<file path="src/rtl/branch_resolve_unit_if.sv">
// ID-stage branch resolution bus: operands and branch controls from the
// decode stage, with stall/flush/redirect status back from the resolve unit.
interface branch_resolve_unit_if #(
    parameter int WIDTH = 16
);
    logic [WIDTH-1:0] a;
    logic [WIDTH-1:0] b;
    logic [2:0]       branch_select;
    logic             branch;
    logic             jump;
    logic             operands_valid;
    logic             stall;
    logic             flush;
    logic [15:0]      redirect_count;

    modport master (
        output a, b, branch_select, branch, jump, operands_valid,
        input  stall, flush, redirect_count
    );

    modport slave (
        input  a, b, branch_select, branch, jump, operands_valid,
        output stall, flush, redirect_count
    );
endinterface

</file>
<file path="src/rtl/branch_resolve_unit.sv">
// Resolves branches/jumps in ID: compares forwarded operands, stalls on
// unresolved operands and raises a registered multi-cycle flush on redirect.
module branch_resolve_unit #(
    parameter int WIDTH        = 16,
    parameter int FLUSH_CYCLES = 1,
    parameter int SIGNED       = 1
) (
    input  logic clk,
    input  logic rst,
    branch_resolve_unit_if.slave bus
);
    typedef enum logic [1:0] {
        IDLE     = 2'b00,
        WAIT_OPS = 2'b01,
        FLUSH    = 2'b10
    } state_t;

    localparam logic [3:0] FLUSH_LOAD = 4'(FLUSH_CYCLES - 1);

    state_t           state_r;
    logic [3:0]       count_r;
    logic             flush_r;
    logic [15:0]      redirect_count_r;

    logic [WIDTH-1:0] a_s;
    logic [WIDTH-1:0] b_s;
    logic             lt_s;
    logic             gt_s;
    logic             eq_s;
    logic             cond_s;
    logic             go_flush_s;

    assign a_s = bus.a;
    assign b_s = bus.b;

    // Magnitude compare with parameter-selected signedness.
    always_comb begin
        lt_s = 1'b0;
        gt_s = 1'b0;
        if (SIGNED != 0) begin
            lt_s = $signed(a_s) < $signed(b_s);
            gt_s = $signed(a_s) > $signed(b_s);
        end else begin
            lt_s = a_s < b_s;
            gt_s = a_s > b_s;
        end
        eq_s = (a_s == b_s);
    end

    // Branch condition selected by the branch_select code.
    always_comb begin
        cond_s = 1'b0;
        case (bus.branch_select)
            3'b000:  cond_s = lt_s;
            3'b001:  cond_s = gt_s;
            3'b010:  cond_s = eq_s;
            3'b011:  cond_s = ~eq_s;
            3'b100:  cond_s = ~gt_s;
            3'b101:  cond_s = ~lt_s;
            default: cond_s = 1'b0;
        endcase
    end

    // Redirect decision; jump wins over branch and ignores operands_valid.
    always_comb begin
        go_flush_s = 1'b0;
        case (state_r)
            IDLE:     go_flush_s = bus.jump | (bus.branch & bus.operands_valid & cond_s);
            WAIT_OPS: go_flush_s = bus.operands_valid & cond_s;
            default:  go_flush_s = 1'b0;
        endcase
    end

    // Resolution FSM with flush down-counter and saturating redirect counter.
    always_ff @(posedge clk or posedge rst) begin
        if (rst) begin
            state_r          <= IDLE;
            count_r          <= 4'd0;
            flush_r          <= 1'b0;
            redirect_count_r <= 16'd0;
        end else begin
            if (go_flush_s && (redirect_count_r != 16'hFFFF)) begin
                redirect_count_r <= redirect_count_r + 16'd1;
            end
            case (state_r)
                IDLE: begin
                    if (go_flush_s) begin
                        state_r <= FLUSH;
                        count_r <= FLUSH_LOAD;
                        flush_r <= 1'b1;
                    end else if (bus.branch && !bus.operands_valid) begin
                        state_r <= WAIT_OPS;
                    end else begin
                        state_r <= IDLE;
                    end
                end
                WAIT_OPS: begin
                    if (go_flush_s) begin
                        state_r <= FLUSH;
                        count_r <= FLUSH_LOAD;
                        flush_r <= 1'b1;
                    end else if (bus.operands_valid) begin
                        state_r <= IDLE;
                    end else begin
                        state_r <= WAIT_OPS;
                    end
                end
                FLUSH: begin
                    // Instructions seen here are being squashed, so branch/jump are ignored.
                    if (count_r == 4'd0) begin
                        state_r <= IDLE;
                        flush_r <= 1'b0;
                    end else begin
                        count_r <= count_r - 4'd1;
                    end
                end
                default: begin
                    state_r <= IDLE;
                    flush_r <= 1'b0;
                end
            endcase
        end
    end

    assign bus.stall = ~rst & (((state_r == IDLE) & bus.branch & ~bus.jump & ~bus.operands_valid)
                             | ((state_r == WAIT_OPS) & ~bus.operands_valid));
    assign bus.flush          = flush_r;
    assign bus.redirect_count = redirect_count_r;
endmodule

</file>
<file path="src/flat_wrapper.sv">
// flat-port wrapper written by rule: the top's interface ports become plain ports
module branch_resolve_unit_flat 
#(
    parameter int WIDTH        = 16,
    parameter int FLUSH_CYCLES = 1,
    parameter int SIGNED       = 1
)
  (clk, rst, bus_a, bus_b, bus_branch_select, bus_branch, bus_jump, bus_operands_valid, bus_stall, bus_flush, bus_redirect_count);
  branch_resolve_unit_if #(.WIDTH(WIDTH)) bus_i ();
  input  logic clk;
  input  logic rst;
  input wire logic [$bits(bus_i.a)-1:0] bus_a;
  input wire logic [$bits(bus_i.b)-1:0] bus_b;
  input wire logic [$bits(bus_i.branch_select)-1:0] bus_branch_select;
  input wire logic [$bits(bus_i.branch)-1:0] bus_branch;
  input wire logic [$bits(bus_i.jump)-1:0] bus_jump;
  input wire logic [$bits(bus_i.operands_valid)-1:0] bus_operands_valid;
  output wire logic [$bits(bus_i.stall)-1:0] bus_stall;
  output wire logic [$bits(bus_i.flush)-1:0] bus_flush;
  output wire logic [$bits(bus_i.redirect_count)-1:0] bus_redirect_count;
  assign bus_i.a = bus_a;
  assign bus_i.b = bus_b;
  assign bus_i.branch_select = bus_branch_select;
  assign bus_i.branch = bus_branch;
  assign bus_i.jump = bus_jump;
  assign bus_i.operands_valid = bus_operands_valid;
  assign bus_stall = bus_i.stall;
  assign bus_flush = bus_i.flush;
  assign bus_redirect_count = bus_i.redirect_count;
  branch_resolve_unit #(.WIDTH(WIDTH), .FLUSH_CYCLES(FLUSH_CYCLES), .SIGNED(SIGNED)) u_core (.clk(clk), .rst(rst), .bus(bus_i));
endmodule
</file>
<file path="config.mk">
export PLATFORM = sky130hd
export DESIGN_NAME = branch_resolve_unit_flat
export DESIGN_NICKNAME = d
export VERILOG_FILES = /design/src/rtl/branch_resolve_unit_if.sv /design/src/rtl/branch_resolve_unit.sv /design/src/flat_wrapper.sv
export SDC_FILE = /design/constraint.sdc
export NUM_CORES = 1
export LEC_CHECK = 0
export CAP_MARGIN = 10
export CORE_ASPECT_RATIO = 1.25
export CORE_MARGIN = 2
export CORE_UTILIZATION = 30
export CTS_CLUSTER_SIZE = 24
export DETAILED_ROUTE_END_ITERATION = 10
export GPL_TIMING_DRIVEN = 0
export PLACE_DENSITY = 0.61
export SYNTH_ARGS = -nofsm -noshare
export SYNTH_HDL_FRONTEND = slang
export SYNTH_SLANG_ARGS = --single-unit
</file>
<file path="constraint.sdc">
create_clock -name clk -period 3.1 [get_ports clk]
set_clock_uncertainty 0.1 [all_clocks]
set_input_delay 0.465 -clock clk [delete_from_list [all_inputs] [get_ports clk]]
set_output_delay 0.465 -clock clk [all_outputs]
set_load 0.1 [all_outputs]
</file>
Word level (Yosys, flattened, before mapping)
Index checks and enable logic that the tools add are counted.
Widths: inputs -> output; s select.
{"block": "op_classes", "eq_ne": 12, "magnitude_cmp": 2, "mux": 14, "add_sub_neg": 2, "n_reduce_logical": 10, "n_bitwise": 16}
{"cell": "$add 16x1->16 const B", "count": 1}
{"cell": "$eq 16x16->1", "count": 1}
{"cell": "$gt 16x16->1", "count": 1}
{"cell": "$lt 16x16->1", "count": 1}
{"cell": "$ne 16x16->1 const B", "count": 1}
{"cell": "$and 1x1->1", "count": 8}
{"cell": "$mux 4", "count": 2}
{"cell": "$pmux 4 s2", "count": 1}
{"cell": "$eq 3x2->1 const B", "count": 2}
{"cell": "$eq 3x3->1 const B", "count": 2}
{"cell": "$mux 2", "count": 3}
{"cell": "$not 1->1", "count": 6}
{"cell": "$pmux 1 s6", "count": 1}
{"cell": "$pmux 2 s3", "count": 1}
{"cell": "$logic_not 4->1", "count": 1}
{"cell": "$mux 1", "count": 4}
{"cell": "$ne 2x1->1 const B", "count": 2}
{"cell": "$pmux 1 s2", "count": 2}
{"cell": "$sub 4x1->4 const B", "count": 1}
{"cell": "$eq 3x1->1 const B", "count": 1}
{"cell": "$logic_not 3->1", "count": 1}
{"cell": "$reduce_and 3->1", "count": 1}
{"cell": "$eq 2x1->1 const B", "count": 1}
{"cell": "$eq 2x2->1 const B", "count": 1}
{"cell": "8 further kinds", "count": 10}
{"block": "word_totals", "out_inout_bits": 18, "elab_cells": 60, "in_bits": 40, "ff_bits": 23}

Logic depth before layout (Yosys ltp)
{"block": "logic_depth", "word_depth": 8, "depth_mapped": 12, "mapped_depth_nobuf": 11}

Worst setup path before layout
OpenSTA, ideal clock, no wires.
{"block": "synth_timing", "path_kind": "input port to output port", "start": "input port bus_b[15]", "end": "output port bus_stall", "setup_slack_ns": -0.458, "t_required_ns": 2.535, "path_buffers": 0, "path_stages": 11, "t_arrival_ns": 2.993, "cell_sequence": "inv_1 ha_1 nand4_2 nor4_2 a211oi_1 a211oi_1 a41oi_1 mux2_4 a21oi_2 nor2b_1 o211a_1"}
{"item": "from (decl)", "line": "flat_wrapper.sv:13", "source": "input wire logic [$bits(bus_i.b)-1:0] bus_b;"}
{"item": "to (decl)", "line": "flat_wrapper.sv:18", "source": "output wire logic [$bits(bus_i.stall)-1:0] bus_stall;"}

==> results.tsv <==
stage	metric	value	unit
synthesis	synth_flop_cell	dfrtp_1	
drt	ant_nets	0	
final_layout	final_area	0.002649	sq mm
sta	tightest_slew	971.6	ps
synthesis	synth_common_cells	inv_1 (24), dfrtp_1 (23), ha_1 (18)	
pwr	p_int	0.7938	mW
final_layout	area_growth	64.75	%
sta	fmax	301.8	MHz
synthesis	synth-edff-count	0	
drt	drt_pre_antenna_iters	4	
synthesis	synth.most_common_cell	inv_1	
clocking	numClockSinks	23	
sta	drv_slew	0	
floorplanning	start_util	0.3143	
sta	fin_crit	3314	ps
drt	vias	1480	
final_layout	fin_nets	304	
pwr	p_sw	0.8240	mW
synthesis	yosys_warnings	0	
sta	finalSetupViolCount	1	
clocking	root_buffer	clkbuf_8	
synthesis	muxShareOfSynthArea	0.01634	
synthesis	syn_area_per_cell	9.294	sq um
final_layout	diodes	0	
worst_setup_path	crit_arrival	2750	ps
worst_hold_path	worstHoldStart	u_core.bus.redirect_count[12]	
synthesis	syn_nets	231	
clocking	clk_pin_slew	80	ps
worst_setup_path	path_max_fanout	3	
synthesis	ys_types	37	
sta	rsz0062_at_grt	true	
pwr	seqPwrFrac	0.290	
clocking	cts_tree	done	
floorplanning	fp.dieH	85.85	um
clocking	hold_buffers	0	
pwr	swShare	0.5093	
placement	hpwl	2968	um
sta	fin_crit_sh	1.069	
worst_setup_path	regToRegStartpoint	u_core.state_r[0]	
synthesis	synth_top_family_by_area	simple AND/OR/NAND/NOR gates	
clocking	htreeDepth	1	
worst_setup_path	startpoint	bus_b[9]	
clocking	cts.path.max_buffers	2	
synthesis	synth-simple-area-share	0.2210	
floorplanning	core	0.005116	sq mm
clocking	cts_buffers	3	
worst_setup_path	end_kind	output port	
final_layout	drive_gt1_frac	0.3633	
synthesis	yosysTopAreaCellShare	0.3580	
grt	grt_max_degree	25	
placement	port_buffers	57	
pwr	comb_power_share	0.598	
grt	overflow	0	
drt	avgRoutedWirePerCell	12.77	um
placement	dp_cells	292	
run	drv_cap	0	
sta	setup_tns	-213.8	ps
grt	grt_pass1_vias	1529	
floorplanning	die-area	0.005965	sq mm
pwr	power_density	610.8	mW/mm^2
worst_setup_path	critPathMaxStageDelay	400	ps
synthesis	synth_area	0.001608	sq mm
worst_setup_path	cp.required	2530	ps
drt	avgViaCountPerCell	4.821	
grt	grt_pass1_wl	6782	um
grt	grt_use_total	0.1385	
synthesis	seq_area_frac_synth	0.3580	
final_layout	fin_cells	307	
floorplanning	rows	29	
pwr	leakage	1.186	nW
synthesis	synth_area_leaders	dfrtp_1 (36%), ha_1 (14%), inv_1 (5.6%)	
synthesis	yosys.area_share.xor_xnor	0.09261	
sta	setup_slack	-213.8	ps
sta	fin_hold_ws	399.7	ps
sta	final_hold_viol_count	0	
synthesis	ys_async_sr_fraction	1.000	
sta	slew-limit-headroom	0.3503	
worst_hold_path	hold_class	register to register	
placement	postPlaceCellArea	0.002366	sq mm
worst_setup_path	path_cells	buf_8 -> inv_8 -> ha_4 -> nand4_1 -> nor4_4 -> a211oi_4 -> a211oi_2 -> a41oi_2 -> mux2_4 -> a21oi_4 -> nor2b_4 -> o211a_4 -> buf_12	
outcome	violations	setup timing	
drt	drt_first_iter_violations	19	
pwr	clockPowerShare	0.111	
worst_setup_path	crit_slowest_cell	nor4_4	
synthesis	synth.largest_area_cell	dfrtp_1	
worst_setup_path	start_kind	input pin	
grt	antenna_found_initial	0	
synthesis	netlist_instances	173	
worst_setup_path	crit_type	input pin to output port	
floorplanning	io_pins	58	
placement	place.gp.congestion	0.7786	
clocking	clk_latency	260	ps
drt	wirelength	3920	um
outcome	outcome	finished, violations left	
synthesis	synth_compound_area_frac	0.1089	
synthesis	yosys.area_share.adder	0.1401	
drt	drc	0	
pwr	vdd_drop_max	499.6	uV
floorplanning	die_x	69.48	um
synthesis	synth-seq-cells	23	
## final cells by class
class,count,area (sq um)
fillers,479,2467
multi-input cells,125,1205
repair buffers,68,629.4
flip-flops and latches,23,575.6
inverters,24,105.1
well taps,62,77.57
clock buffers,4,45.04
plain buffers,1,11.26
## stage by stage
| stage | setup WS [ps] | utilization | power [mW] |
|---|---|---|---|
| CTS | -267.6 | 0.4991 | 1.599 |
| global placement | -1694 | 0.4625 | 1.377 |
| floorplan | -5.679 | - | 1.142 |
| global route | -333.3 | 0.5177 | 1.721 |
| detailed placement | -1691 | 0.4625 | 1.385 |
| finish | -213.8 | 0.5177 | 1.618 |
## worst max-delay path, delay by kind of cell
family,cells,cell delay [ps]
compound gates,5,800
simple gates,3,620
mux,1,340
buf+inv,3,270
fa+ha+maj,1,240
## power by group through the flow
stage	clock network [mW]	logic (mW)	registers [mW]
finish	0.180	0.968	0.470
global route	0.200	1.03	0.487
CTS	0.186	0.945	0.469
detailed placement	0	0.911	0.474
global placement	0	0.902	0.475
floorplan	0	0.299	0.843
## repair_timing
| item | in CTS | in global routing |
|---|---|---|
| setup buffers | 8 | 4 |
| gates resized for setup | 122 | 34 |
| endpoints found under the setup margin | 20 | 4 |
| pin swaps | 25 | 17 |
| endpoints found under the hold margin | 0 | 0 |
## routing by layer
| metal | part of all wire | vias to the layer above | wire, um | global-route usage |
|---|---|---|---|---|
| met2 | 0.49 | 41 | 1940 | 0.2308 |
| met3 | 0.045 | 4 | 175 | 0.01880 |
| met5 | 0 | - | 0 | 0 |
| li1 | - | 747 | - | - |
| met4 | 0.011 | 0 | 42 | 0.04278 |
| met1 | 0.45 | 688 | 1761 | 0.1870 |
## registers in the layout, indices dropped and copies added (netlist names)
register and flops:
u_core.bus.flush 1, u_core.bus.redirect_count 16, u_core.count_r 4, u_core.state_r 2
## path summary, 6_finish.rpt
check | to | depth (start not counted) | slack [ps]
worst max-delay path | bus_stall | 13 | -210
worst min-delay path | u_core.bus.redirect_count[12] | 1 | 400
worst max register to register | u_core.bus.redirect_count[1] | 7 | 690
worst min register to register | u_core.bus.redirect_count[12] | 1 | 400
max in group asynchronous | u_core.count_r[0] | 2 | 1750
min in group asynchronous | u_core.bus.redirect_count[14] | 2 | 600
## cell families (layout without fill, tap and decap cells)
logic type      count (synthesis)  after routing
compound gates                 25             25
xor+xnor                       17             17
fa+ha+maj                      18             18
buf+inv                        25             97
flops                          23             23
mux                             2              2
simple gates                   63             63
## cells in the final DEF, fill, tap and decap left out, drive strengths merged, types with 7 or more instances in the layout
cell / count
inv: 24
xor2: 7
clkdlybuf4s50: 24
dfrtp: 23
ha: 18
nand2: 7
nand3: 10
nor2: 17
nand4: 8
clkbuf: 12
a21oi: 8
xnor2: 10
buf: 29
Note: power is estimated with default switching activity, not from simulation.
